===== config.mk =====
export PLATFORM = sky130hd
export DESIGN_NAME = game_flow_ctrl
export DESIGN_NICKNAME = d
export VERILOG_FILES = /design/src/rtl/game_pkg.sv /design/src/rtl/phase_timer.sv /design/src/rtl/game_flow_ctrl.sv
export SDC_FILE = /design/constraint.sdc
export NUM_CORES = 1
export LEC_CHECK = 0
export CAP_MARGIN = 0
export CORE_MARGIN = 10
export CORE_UTILIZATION = 42
export DETAILED_ROUTE_END_ITERATION = 10
export REMOVE_ABC_BUFFERS = 1
export SYNTH_ARGS = -nofsm -noshare
export SYNTH_HDL_FRONTEND = slang
export SYNTH_SLANG_ARGS = --single-unit
export TNS_END_PERCENT = 100

===== constraint.sdc =====
create_clock -name clk -period 3.1 [get_ports clk]
set_clock_uncertainty 0.1 [all_clocks]
set_input_delay 0.62 -clock clk [delete_from_list [all_inputs] [get_ports clk]]
set_output_delay 0.62 -clock clk [all_outputs]
set_load 0.03 [all_outputs]

===== src/rtl/game_pkg.sv =====
// game_pkg: shared state type, default phase lengths and one-hot check for the game sequencer.
package game_pkg;
   typedef enum logic [3:0] {
      CLEAR, GRID, SELECT, LEVEL, ARM, IN_GAME, NUM, OVER, ABORT_WAIT
   } game_state_t;
   localparam int DEFAULT_DRAW_CYCLES  = 3216;
   localparam int DEFAULT_CLEAR_CYCLES = 16080;
   function automatic logic is_one_hot(input logic [31:0] v);
      return (v != '0) && ((v & (v - 32'd1)) == '0);
   endfunction
endpackage


===== src/rtl/phase_timer.sv =====
// phase_timer: cycle counter that restarts on every state change and flags the last cycle of a phase.
module phase_timer import game_pkg::*; #(
   parameter int DRAW_CYCLES  = DEFAULT_DRAW_CYCLES,
   parameter int CLEAR_CYCLES = DEFAULT_CLEAR_CYCLES
) (
   input  logic        clk,
   input  logic        reset,
   input  game_state_t state,
   output logic        expired
);
   localparam int MAX_LEN = (DRAW_CYCLES > CLEAR_CYCLES) ? DRAW_CYCLES : CLEAR_CYCLES;
   localparam int W = (MAX_LEN > 1) ? $clog2(MAX_LEN) : 1;
   logic [W-1:0] count, cur, last;
   game_state_t prev;
   // the first cycle of a new state reads as zero without waiting for a clear edge
   assign cur     = (state != prev) ? '0 : count;
   assign last    = (state == CLEAR) ? W'(CLEAR_CYCLES - 1) : W'(DRAW_CYCLES - 1);
   assign expired = cur == last;
   always_ff @(posedge clk or posedge reset)
      if (reset) begin
         count <= '0;
         prev  <= CLEAR;
      end else begin
         count <= cur + 1'b1;
         prev  <= state;
      end
endmodule


===== src/rtl/game_flow_ctrl.sv =====
// game_flow_ctrl: sliding-puzzle game sequencer enabling one VGA draw phase at a time.
// Optional GAME_FLOW_DONE_HS_EN lets draw_done end GRID/LEVEL/NUM early (timer becomes a watchdog).
module game_flow_ctrl import game_pkg::*; #(
   parameter int NUM_LEVELS   = 3,
   parameter int DRAW_CYCLES  = DEFAULT_DRAW_CYCLES,
   parameter int CLEAR_CYCLES = DEFAULT_CLEAR_CYCLES,
   parameter int MOVE_W       = 10,
   localparam int LW = (NUM_LEVELS > 1) ? $clog2(NUM_LEVELS) : 1
) (
   input  logic                  clk,
   input  logic                  reset,
   input  logic [NUM_LEVELS-1:0] go,
   input  logic                  move_valid,
   input  logic                  draw_done,
   input  logic                  win,
   input  logic                  lose,
   output logic                  clear,
   output logic                  draw_grid,
   output logic [NUM_LEVELS-1:0] draw_level,
   output logic                  draw_num,
   output logic                  in_game,
   output logic                  game_over,
   output logic                  won,
   output logic [LW-1:0]         level,
   output logic [MOVE_W-1:0]     move_count
);
   game_state_t state;
   logic expired, done, phase_end;
   logic [LW-1:0] sel;
   phase_timer #(.DRAW_CYCLES(DRAW_CYCLES), .CLEAR_CYCLES(CLEAR_CYCLES)) u_timer (
      .clk(clk), .reset(reset), .state(state), .expired(expired)
   );
`ifdef GAME_FLOW_DONE_HS_EN
   assign done = draw_done;
`else
   assign done = 1'b0 & draw_done;
`endif
   assign phase_end = expired | done;
   always_comb begin
      sel = '0;
      for (int i = 0; i < NUM_LEVELS; i++)
         if (go[i]) sel = LW'(i);
   end
   always_ff @(posedge clk or posedge reset)
      if (reset) begin
         state      <= CLEAR;
         level      <= '0;
         won        <= 1'b0;
         move_count <= '0;
      end else begin
         case (state)
            CLEAR:      if (expired) state <= GRID;
            GRID:       if (phase_end) state <= SELECT;
            SELECT:     if (is_one_hot(32'(go))) begin
                           level      <= sel;
                           move_count <= '0;
                           state      <= LEVEL;
                        end
            LEVEL:      if (phase_end) state <= ARM;
            ARM:        if (go == '0) state <= IN_GAME;
            IN_GAME:    if (win | lose) begin
                           won   <= win;
                           state <= OVER;
                        end else if (go != '0) state <= ABORT_WAIT;
                        else if (move_valid) begin
                           move_count <= (&move_count) ? move_count : move_count + 1'b1;
                           state      <= NUM;
                        end
            NUM:        if (phase_end) state <= IN_GAME;
            OVER:       if (go != '0) state <= ABORT_WAIT;
            ABORT_WAIT: if (go == '0) state <= CLEAR;
            default:    state <= CLEAR;
         endcase
      end
   assign clear      = state == CLEAR;
   assign draw_grid  = state == GRID;
   assign draw_level = (state == LEVEL) ? NUM_LEVELS'(1) << level : '0;
   assign draw_num   = state == NUM;
   assign in_game    = (state == IN_GAME) || (state == NUM);
   assign game_over  = state == OVER;
endmodule

== Yosys cells after proc, flatten, opt, wreduce, memory -nomap -nowiden ==
Index checks and enable logic that the tools add are counted.

* Register bits: 35
* Bits of input ports: 9
* Output and inout port bits: 21
* Word-level logic and storage cells: 70

* Add/subtract/negate cells: 3
* Equality and inequality tests: 23
* Shift-type cells: 1
* Muxes and demuxes: 23
* Bitwise logic cells: 2
* Reductions and logical operators: 12

{| class="wikitable"
|+ Operators with widths
! operator !! count
|-
| 10-bit two-way mux || 5
|-
| 4-bit two-way mux || 11
|-
| 4-bit case mux with 9 select lines || 1
|-
| 3-bit by 32-bit AND with 32-bit output || 1
|-
| 32-bit logical NOT || 1
|-
| 14-bit two-way mux || 2
|-
| 10-bit case mux with 2 select lines || 1
|-
| 4-bit by 3-bit equality test with 1-bit output (second input constant) || 4
|-
| 2-bit != test (second input constant) || 8
|-
| 14-bit by 1-bit adder with 14-bit output (second input constant) || 1
|-
| 14-bit equality test || 1
|-
| 10-bit by 1-bit adder with 10-bit output (second input constant) || 1
|-
| 10-bit AND reduction || 1
|-
| 9-bit AND reduction || 1
|-
| 4-bit by 2-bit equality test with 1-bit output (second input constant) || 2
|-
| 2-bit by 1-bit != test with 1-bit output (second input constant) || 4
|-
| 6-bit AND reduction || 1
|-
| 4-bit by 1-bit equality test with 1-bit output (second input constant) || 1
|-
| 4-bit equality test (second input constant) || 1
|-
| 4-bit logical NOT || 1
|-
| 4-bit != test || 1
|-
| 4-bit != test (second input constant) || 1
|-
| 2-bit AND reduction || 2
|-
| 3-bit by 1-bit subtractor with 4-bit output (second input constant) || 1
|-
| other kinds (10) || 10
|}

== Depth between registers and ports, before layout ==
Gate-level depths: netlist of the first run.

* Word-level depth: 6
* Mapped depth: 13
* Depth with buffers taken out: 12

== Modules after synthesis ==
A second synthesis of the first run with hierarchy kept.

* Cells, all modules: 229
* Area total of the unflattened synthesis: 2050.7 um2

{| class="wikitable"
|+ By module, submodules not included
! module !! instances !! cells each !! area an instance (um2) !! sequential area each (um2)
|-
| game_flow_ctrl || 1 || 142 || 1166.1 || 425.4
|-
| phase_timer || 1 || 87 || 884.6 || 450.4
|}

== Least setup slack after synthesis of the first run ==
OpenSTA, ideal clock, no wires.

* Path kind: register -> register
* Start point: register state[2]
* End point: register state[0]
* Library setup time: 0.125 ns
* Data arrival time: 2.236 ns
* Required time: 2.875 ns
* Path slack: 0.639 ns
* Stages on the path, launching flop included: 13
* Path buffers: 1
* Clock period less this slack: 2.461 ns
* Cell sequence: dfrtp_1 > buf_6 > xnor2_1 > nand4_1 > inv_1 > and2_1 > ha_1 > nand3_1 > nor2_1 > nand4b_1 > a211oi_1 > o21ai_1 > mux2_2

* Cells in the longest elaborated chain, start to end: 5
* Elaborated cells between the ends (all ways): 24

{| class="wikitable"
|+ RTL lines
! what !! RTL line !! source
|-
| start, declared || game_flow_ctrl.sv:27 || <nowiki>game_state_t state;</nowiki>
|-
| start signal, assigned || game_flow_ctrl.sv:46 || <nowiki>state <= CLEAR;</nowiki>
|-
| start signal, assigned || game_flow_ctrl.sv:52 || <nowiki>CLEAR: if (expired) state <= GRID;</nowiki>
|-
| start signal, assigned || game_flow_ctrl.sv:53 || <nowiki>GRID: if (phase_end) state <= SELECT;</nowiki>
|-
| 4-bit != test or 4-bit logical NOT (tied branches) || phase_timer.sv:16, phase_timer.sv:17, game_flow_ctrl.sv:51 ||
|-
| 14-bit two-way mux (on tied branches) || phase_timer.sv:16, phase_timer.sv:17 ||
|-
| 14-bit equality test || phase_timer.sv:18 || <nowiki>assign expired = cur == last;</nowiki>
|-
| 2-bit != test (no source line) or 2-bit by 1-bit != test with 1-bit output (tied branches) || - ||
|-
| 9-bit AND reduction (no source line) || - ||
|}

Parallel ways exist; a longest one is shown, timed or not.
A chain may end at the register's enable or synchronous reset.

== Final worst setup path of the first run ==
* Start point: register state[2]
* End point: output port draw_level[1]

* Cells in the longest elaborated chain, start to end: 2

{| class="wikitable"
|+ RTL lines
! what !! RTL line !! source
|-
| 4-bit by 2-bit equality test with 1-bit output || game_flow_ctrl.sv:77 || <nowiki>assign draw_level = (state == LEVEL) ? NUM_LEVELS'(1) << level : '0;</nowiki>
|-
| 3-bit two-way mux || game_flow_ctrl.sv:77 ||
|-
| end, declared || game_flow_ctrl.sv:19 || <nowiki>output logic [NUM_LEVELS-1:0] draw_level,</nowiki>
|}

Every way passes these cells.

==> results_dict.tcl, run 1 <==
set metrics [dict create \
    worstMarginPinSlew_ps 443 \
    ys_async_sr_fraction_pct 100 \
    cts-resized-gates 0 \
    hold-path-cell-count 1 \
    n_antenna_cell 0 \
    grt_max_degree 36 \
    synth-seq-cells 35 \
    cts.sinks 35 \
    timing.hold.ws_ps 378 \
    synthSimpleGateAreaFrac_pct 27.0 \
    busiest_layer "met2" \
    cts_tree "done" \
    r2r_start "state[0]$_DFFE_PP0P_" \
    fin_nets 246 \
    dieArea_mm2 0.00766 \
    dp_slack_ps 404 \
    status "complete, no violations" \
    dr.pass1.iters 4 \
    synth_top_family_by_area "simple AND/OR/NAND/NOR gates" \
    end_kind "output port" \
    worstPathRequired_ps 2380 \
    ys_seq_area_share_pct 45.8 \
    synth_edf_count 0 \
    die_height_um 87.5 \
    synth_fa_ha_area_share_pct 1.31 \
    worstSetupPathType "register to output port" \
    syn_area_mm2 0.00191 \
    power_leakage_nw 0.952 \
    routabilityCongestion 0.790 \
    synth_top_cell_area_share_pct 45.8 \
    multi_input_area_um2 972 \
    setup_violations 0 \
    clkPwrFrac_pct 16.2 \
    startpoint "state[2]$_DFFE_PP0P_" \
    initial_utilization_pct 43.7 \
    dpl.hpwl_um 3140 \
    cts.htree.levels 2 \
    slew_headroom_pct 70.5 \
    antenna_found_initial 0 \
    worst_slack_ps 211 \
    clk_latency_ps 280 \
    place_area_mm2 0.00228 \
    max_freq_ghz 0.346 \
    drtAntennaViolNets 0 \
    grt_pass1_wl_um 6890 \
    met3_usage_pct 3.93 \
    synth.distinct_cells 41 \
    rsz0062_at_grt "no" \
    vias 1513 \
    cts_buffers 5 \
    total_power_mw 1.82 \
    finalSetupTns_ps 0 \
    grt_util_met1_pct 13.5 \
    synth_xor_area_share_pct 10.5 \
    hold_violations 0 \
    fillers 384 \
    yosys_warnings 0 \
    hold_path_startpoint "u_timer.count[0]$_DFF_PP0_" \
    worstPathMaxFanout 9 \
    p_sw_mw 0.738 \
    yosys-top-cells-count "35 x dfrtp_1, 25 x nor2_1, 15 x nand2_1" \
    grt_pass1_vias 1472 \
    syn2layout_area_growth_pct 22.9 \
    yosysMostFrequentCell "dfrtp_1" \
    yosys_most_used_dff "dfrtp_1" \
    power.density_mw_per_mm2 775 \
    rows 24 \
    clock_path_buffers 2 \
    fin_crit_ps 2890 \
    core_area_mm2 0.00438 \
    routedWlPerCell_um 14.7 \
    p_int_mw 1.08 \
    cts_hold_buf 0 \
    drv_cap 0 \
    die_w_um 87.5 \
    first_iter_violations 80 \
    hold_path_class "register to register" \
    synth_cells 199 \
    seqPwrFrac_pct 33.8 \
    synth_compound_area_share_pct 8.50 \
    critPathArrivalTime_ps 2170 \
    cts-root-buf "clkbuf_8" \
    ioPinCount 30 \
    p_sw_share_pct 40.5 \
    start_kind "register" \
    final_max_slew_viol_count 0 \
    yosys.area.top_type "dfrtp_1" \
    cts_setup_buffers 0 \
    grt.total_usage_pct 11.1 \
    drive_above_1_share_pct 9.40 \
    syn_area_per_cell_um2 9.62 \
    route.detailed.drc 0 \
    met2_usage_pct 17.5 \
    synth_area_leaders "dfrtp_1 46%, xnor2_1 6.4%, nor2_1 4.9%" \
    ir_drop_mv 0.396 \
    final_area_mm2 0.00235 \
    r2r_cells 11 \
    min_period_over_period_pct 93.2 \
    muxShareOfSynthArea_pct 3.46 \
    io_buffers 28 \
    gr-total-overflow 0 \
    viasPerCell 5.29 \
    combPwrFrac_pct 50.0 \
    clkTransAtPathRegs_ps 60 \
    seqCellArea_um2 876 \
    routed_wl_um 4190 \
]
-- cell type report --
cell class              count  area share [%]
flip-flops and latches     35            37.2
well taps                  52            2.77
multi-input cells         150            41.3
inverters                   7            1.12
repair buffers             36            14.5
clock buffers               6            3.09
-- power groups by stage --
stage               clock network (mW)  logic [mW]  registers [mW]
floorplan                            0       0.478           0.728
global placement                     0       0.903           0.618
detailed placement                   0       0.922           0.625
CTS                              0.309       0.926           0.616
global route                     0.327       0.998           0.629
finish                           0.296       0.911           0.616
-- worst max-delay path, stage by stage (launching register included) --
cell and delay [ps]:
dfrtp_1 440, buf_4 200, nor2_1 150, nand3_1 150, nor3b_1 250, clkdlybuf4s50_1 710
-- final timing paths --
kind / end / slack, ps
max reg2reg: state[2]$_DFFE_PP0P_ / 460
min reg2reg: u_timer.count[0]$_DFF_PP0_ / 380
min: u_timer.count[0]$_DFF_PP0_ / 380
min in group asynchronous: u_timer.count[6]$_DFF_PP0_ / 640
max in group asynchronous: u_timer.prev[1]$_DFF_PP0_ / 1950
max: draw_level[1] / 210
-- registers in the layout (all words and copies together) (netlist names) --
name,count
level,2
move_count,10
state,4
u_timer.count,14
u_timer.prev,4
won,1
-- metrics by stage --
step | instances | utilization [%]
final | 286 | 53.7
after global routing | 286 | 53.7
after CTS | 286 | 53.7
after detailed placement | 280 | 52.0
after global placement | 280 | 52.0
after floorplan | 192 | -
-- cell families after synthesis --
kind of cell / after synthesis
multiplexers: 6
adder cells (fa/ha/maj): 2
flip-flops: 35
buffers and inverters: 14
AND/OR/NAND/NOR: 92
XOR/XNOR: 23
AO/OA/AOI/OAI: 27
-- cell usage in the layout, fill, tap and decap left out, types with 2 or more instances in the layout --
master	synthesis	layout
xnor2_1	14	14
nor3_1	9	9
nand3b_1	2	2
clkbuf_8	0	5
and4_1	2	2
nor3b_1	2	2
inv_1	7	7
nor2_1	25	25
and3_1	2	2
nand2b_1	2	2
o21ai_0	11	11
dfrtp_1	35	35
a21oi_1	6	6
nor2b_1	4	4
mux2_2	5	5
nand2_1	15	15
ha_1	2	2
nand4_1	6	6
nor4_4	2	2
o2111ai_1	2	2
buf_4	1	8
clkdlybuf4s50_1	0	28
or3_1	4	4
nand3_1	11	11
xor2_1	9	9
-- routing by layer --
layer  vias up  wire, um
met5         -         0
met4         0        34
met3         6       286
met2        27      2020
met1       708      1850
li1        772         -
Note: power is estimated with default switching activity, not from simulation.
==> inputs of run 2 (changes only) <==
--- a/config.mk
+++ b/config.mk
@@ -5,6 +5,7 @@
 export SDC_FILE = /design/constraint.sdc
 export NUM_CORES = 1
 export LEC_CHECK = 0
+export ABC_AREA = 0
 export CAP_MARGIN = 0
 export CORE_MARGIN = 10
 export CORE_UTILIZATION = 42
==> results of run 2 <==
No change in the layout: final DEF, timing and power equal those of run 1.
